### src/rtl/counter_ctrl_pkg.sv
// Shared types and constants for the push-button front end of updown_counter.
package counter_ctrl_pkg;

    typedef enum logic [1:0] {
        ST_STOP = 2'd0,
        ST_UP   = 2'd1,
        ST_DOWN = 2'd2
    } ctrl_state_t;

    localparam int unsigned DEFAULT_DEBOUNCE_CYCLES = 16;
    localparam int unsigned DEFAULT_WIDTH           = 4;

    // Button indices into the packed press vector.
    localparam int unsigned BTN_UP    = 0;
    localparam int unsigned BTN_DOWN  = 1;
    localparam int unsigned BTN_PAUSE = 2;
    localparam int unsigned BTN_LOAD  = 3;
    localparam int unsigned NUM_BTNS  = 4;

    // Stability counter width for a debounce length of n cycles.
    function automatic int unsigned debounce_cnt_width(input int unsigned n);
        return $clog2(n) + 1;
    endfunction

endpackage

### src/rtl/btn_debounce.sv
// One push-button: 2-flop synchroniser, N-cycle debouncer and a one-cycle
// registered press pulse on each debounced 0->1 transition.
module btn_debounce
    import counter_ctrl_pkg::*;
#(
    parameter int unsigned DEBOUNCE_CYCLES = DEFAULT_DEBOUNCE_CYCLES
) (
    input  logic clk,
    input  logic rst_n,
    input  logic raw,
    output logic press
);

    localparam int unsigned CW = debounce_cnt_width(DEBOUNCE_CYCLES);
    localparam logic [CW-1:0] CNT_LAST = CW'(DEBOUNCE_CYCLES - 1);

    logic          sync1;
    logic          sync2;
    logic          level;
    logic          level_d;
    logic [CW-1:0] cnt;

    // Level flips on the Nth consecutive cycle the synchronised input differs.
    always_ff @(posedge clk or negedge rst_n) begin
        if (!rst_n) begin
            sync1   <= 1'b0;
            sync2   <= 1'b0;
            level   <= 1'b0;
            level_d <= 1'b0;
            cnt     <= '0;
            press   <= 1'b0;
        end else begin
            sync1   <= raw;
            sync2   <= sync1;
            level_d <= level;
            press   <= level & ~level_d;
            if (sync2 != level) begin
                if (cnt == CNT_LAST) begin
                    level <= sync2;
                    cnt   <= '0;
                end else begin
                    cnt <= cnt + CW'(1);
                end
            end else begin
                cnt <= '0;
            end
        end
    end

endmodule

### src/rtl/counter_ctrl.sv
// Converts raw buttons and switches into registered load/up_down/enable/d_in
// controls for updown_counter, with a run/stop state machine.
module counter_ctrl
    import counter_ctrl_pkg::*;
#(
    parameter int unsigned DEBOUNCE_CYCLES = DEFAULT_DEBOUNCE_CYCLES,
    parameter int unsigned WIDTH           = DEFAULT_WIDTH
) (
    input  logic             clk,
    input  logic             rst_n,
    input  logic             btn_up,
    input  logic             btn_down,
    input  logic             btn_pause,
    input  logic             btn_load,
    input  logic [WIDTH-1:0] sw_d,
    output logic             load,
    output logic             up_down,
    output logic             enable,
    output logic [WIDTH-1:0] d_in
);

    logic [NUM_BTNS-1:0] btn_raw;
    logic [NUM_BTNS-1:0] press;
    logic [WIDTH-1:0]    sw_s1;
    logic [WIDTH-1:0]    sw_s2;
    ctrl_state_t         state;
    ctrl_state_t         state_nxt;
    logic                last_dir;
    logic                dir_nxt;

    always_comb begin
        btn_raw            = '0;
        btn_raw[BTN_UP]    = btn_up;
        btn_raw[BTN_DOWN]  = btn_down;
        btn_raw[BTN_PAUSE] = btn_pause;
        btn_raw[BTN_LOAD]  = btn_load;
    end

    for (genvar i = 0; i < NUM_BTNS; i++) begin : g_btn
        btn_debounce #(
            .DEBOUNCE_CYCLES(DEBOUNCE_CYCLES)
        ) u_btn (
            .clk  (clk),
            .rst_n(rst_n),
            .raw  (btn_raw[i]),
            .press(press[i])
        );
    end

    // Switches are static settings, so synchronising without debounce is enough.
    always_ff @(posedge clk or negedge rst_n) begin
        if (!rst_n) begin
            sw_s1 <= '0;
            sw_s2 <= '0;
        end else begin
            sw_s1 <= sw_d;
            sw_s2 <= sw_s1;
        end
    end

    // Next state: pause beats up beats down; load never touches the state.
    always_comb begin
        state_nxt = state;
        dir_nxt   = last_dir;
        if (press[BTN_PAUSE]) begin
            if (state == ST_STOP) begin
                state_nxt = last_dir ? ST_UP : ST_DOWN;
            end else begin
                state_nxt = ST_STOP;
            end
        end else if (press[BTN_UP]) begin
            state_nxt = ST_UP;
            dir_nxt   = 1'b1;
        end else if (press[BTN_DOWN]) begin
            state_nxt = ST_DOWN;
            dir_nxt   = 1'b0;
        end
    end

    // Outputs are derived from the next state so they land on the same edge.
    always_ff @(posedge clk or negedge rst_n) begin
        if (!rst_n) begin
            state    <= ST_STOP;
            last_dir <= 1'b1;
            enable   <= 1'b0;
            up_down  <= 1'b1;
            load     <= 1'b0;
            d_in     <= '0;
        end else begin
            state    <= state_nxt;
            last_dir <= dir_nxt;
            enable   <= (state_nxt != ST_STOP);
            if (state_nxt == ST_UP) begin
                up_down <= 1'b1;
            end else if (state_nxt == ST_DOWN) begin
                up_down <= 1'b0;
            end
            load <= press[BTN_LOAD];
            if (press[BTN_LOAD]) begin
                d_in <= sw_s2;
            end
        end
    end

endmodule
### config.mk
export PLATFORM = sky130hd
export DESIGN_NAME = counter_ctrl
export DESIGN_NICKNAME = d
export VERILOG_FILES = /design/src/rtl/counter_ctrl_pkg.sv /design/src/rtl/btn_debounce.sv /design/src/rtl/counter_ctrl.sv
export SDC_FILE = /design/constraint.sdc
export NUM_CORES = 1
export LEC_CHECK = 0
export CAP_MARGIN = 20
export CORE_MARGIN = 10
export CORE_UTILIZATION = 45
export CTS_BUF_LIST = sky130_fd_sc_hd__clkbuf_4 sky130_fd_sc_hd__clkbuf_8 sky130_fd_sc_hd__clkbuf_16
export DETAILED_ROUTE_END_ITERATION = 10
export SKIP_CTS_REPAIR_TIMING = 1
export SLEW_MARGIN = 20
export SYNTH_ARGS = -nofsm -noshare
export SYNTH_HDL_FRONTEND = slang
export SYNTH_SLANG_ARGS = --single-unit
### constraint.sdc
create_clock -name clk -period 2.05 [get_ports clk]
set_input_delay 0.41 -clock clk [delete_from_list [all_inputs] [get_ports clk]]
set_output_delay 0.41 -clock clk [all_outputs]
set_load 0.02 [all_outputs]
==> reports/qor.yml <==
synthesis:
  synth_seq_cells: 58
  synth_cells: 141
  ys_types: 23
  yosysWarnings: 0
  yosysSeqAreaShare_pct: 71.3
  synth_top_cell_by_area: "dfrtp_1"
  synth_nets: 157
  syn-cell-area_um2: 2040
  ys_top_cells_by_area: "dfrtp_1 (69%), xor2_1 (5.2%), mux2_2 (3.9%), ha_1 (3.7%), nor2_1 (2.8%)"
  yosys.area.top_type_share_pct: 68.7
  synthesis.area_per_instance_um2: 14.5
clocking:
  clk_pin_slew_worst_paths_ps: 60
  cts_buffers: 9
  clkSinkCount: 58
  clkLatencyLatePin_ps: 320
  cts_tree: "yes"
  htree_levels: 3
  clockBufferDepth: 2
  clockRootBuffer: "clkbuf_8"
finish:
  layout-drive-gt1-share_pct: 19.3
  final_cell_mix: "dfrtp_1 (56), nor2_1 (15), clkdlybuf4s50_1 (15), xor2_1 (12), clkbuf_8 (10)"
  area_growth_pct: 20.5
  antennaDiodeCount: 0
  nets: 187
  top_register: "g_btn.u_btn.cnt"
  final_common_cell: "dfrtp_1"
  largest_reg_flops: 20
  finalInstanceArea_um2: 2460
floorplan:
  core_um2: 4380
  dieArea_um2: 7620
  start_util_pct: 46.5
  std_cell_rows: 24
  fp.dieW_um: 87.3
  ios: 17
  die_y_um: 87.3
run:
  drv_cap: 0
global_routing:
  grt_max_degree: 34
  track_usage_pct: 9.01
  grt-ovfl-total: 0
  antenna_found_initial: 0
  grt_pass1_wl_mm: 5.27
  grt_pass1_vias: 1214
timing:
  worst_hold_slack_ps: 131
  skew_ps: 3.34
  post-route-min-period_ps: 1850
  fmax_ghz: 0.540
  relSlewSlack_pct: 53.6
  finalSetupViolCount: 0
  rsz0062_at_grt: "no"
  tightest_slew_ps: 696
  hold_violations: 0
  drv_slew: 0
  finalCritPeriodShare_pct: 90.3
  fin_tns_setup_ps: 0
setup_path:
  worst-path-buf-inv: 1
  regToRegSetupSlack_ps: 450
  cp_top_family: "buffers and inverters"
  critPathCaptureType: "output pin"
  critical_path.startpoint_type: "flip-flop"
  slowest_delay_ps: 590
  crit_slowest_cell: "clkdlybuf4s50_1"
  timing.rr.start: "last_dir$_DFFE_PN1P_"
  cp_cell_sequence: "clkdlybuf4s50_1"
  cp_max_fo: 2
  reg2reg_depth: 4
  endpoint: "up_down"
  crit_arrival_ps: 1440
  crit_path_start: "up_down$_DFFE_PN1P_"
  crit_cells: 1
  r2r-end: "up_down$_DFFE_PN1P_"
  worstPathRequired_ps: 1640
  critPathKind: "reg -> out"
placement:
  placed_area_um2: 2280
  routabilityCongestion: 0.707
  dpl.hpwl_mm: 2.07
  io_buffer_count: 16
routing:
  viasPerCell: 4.91
  drcViolationCount: 0
  drt_pass1_iterations: 4
  routed_wl_mm: 2.97
  drt-wirelength-per-cell_um: 13.0
  via_count: 1120
  postRouteAntennaNets: 0
  drt_iter0_markers: 31
power:
  power_density_nw_per_um2: 903
  leakagePower_nw: 1.24
  ir_drop_uv: 495
run_status:
  status: "complete, no violations"
worst_hold_path:
  hold_path.class: "in -> async"
## logic make-up after synthesis
logic type,count (synthesis),share of synthesized area [%]
and+or+nand+nor,40,10.5
buffers and inverters,5,0.920
adders and majority gates,6,3.68
xor gates and xnor gates,12,5.15
AOI/OAI and AO/OA,11,3.50
muxes,9,4.97
DFF,58,71.3
## cell type report
cell class | count | area, µm²
Sequential cell | 58 | 1450
Inverter | 5 | 18.8
Fill cell | 374 | 1930
Clock inverter | 3 | 15.0
Clock buffer | 13 | 160
Timing Repair Buffer | 19 | 178
Multi-Input combinational cell | 78 | 567
Tap cell | 52 | 65.1
## metrics by stage
stage	std cells	power (W)	utilization [%]	setup WS (ps)
2_1_floorplan	141	0.00127	-	525
3_3_place_gp	212	0.00132	52.1	505
3_5_place_dp	212	0.00133	52.1	466
4_1_cts	228	0.00226	56.1	170
5_1_grt	228	0.00233	56.1	153
6_report	228	0.00222	56.1	199
## synth_stat cells
library cell and count:
o21ai_0 2, mux2_1 2, o32a_1 1, o31ai_1 1, o32ai_1 1, and2_1 6, nand3_2 3, nand2_2 1
nor2_1 15, dfstp_2 2, o21ai_1 4, nand2_1 1, dfrtp_1 56, nor2b_1 4, inv_1 5, mux2_2 7
ha_1 6, nand3_1 5, o31a_2 1, xor2_1 12, nor3_1 1, a21oi_1 1, and3_1 4
## per-layer routing
layer	share of wire (%)	wire length (µm)	global-route usage [%]	vias up
li1	-	-	-	534
met1	45	1350	10.0	552
met2	46	1370	13.2	29
met3	6.5	194	4.49	5
met4	1.9	55	6.09	0
met5	0	0	0	-
## power by group
group	internal, W	leakage [nW]	switching, W
Clock	0.000506	0.0974	0.000406
Sequential	0.00119	0.756	0.0000231
Combinational	0.0000467	0.384	0.0000521
## how the worst min path moves through the flow
stage / slack [ps] / cells past startpoint / end
2_1_floorplan: 110 / 0 / d_in[0]$_DFFE_PN0P_
4_1_cts: 140 / 1 / enable$_DFF_PN0_
6_report: 130 / 1 / enable$_DFF_PN0_
3_3_place_gp: 330 / 0 / sw_s2[3]$_DFF_PN0_
3_5_place_dp: 340 / 0 / sw_s2[3]$_DFF_PN0_
5_1_grt: 180 / 1 / enable$_DFF_PN0_
(Power assumes the default switching activity.)
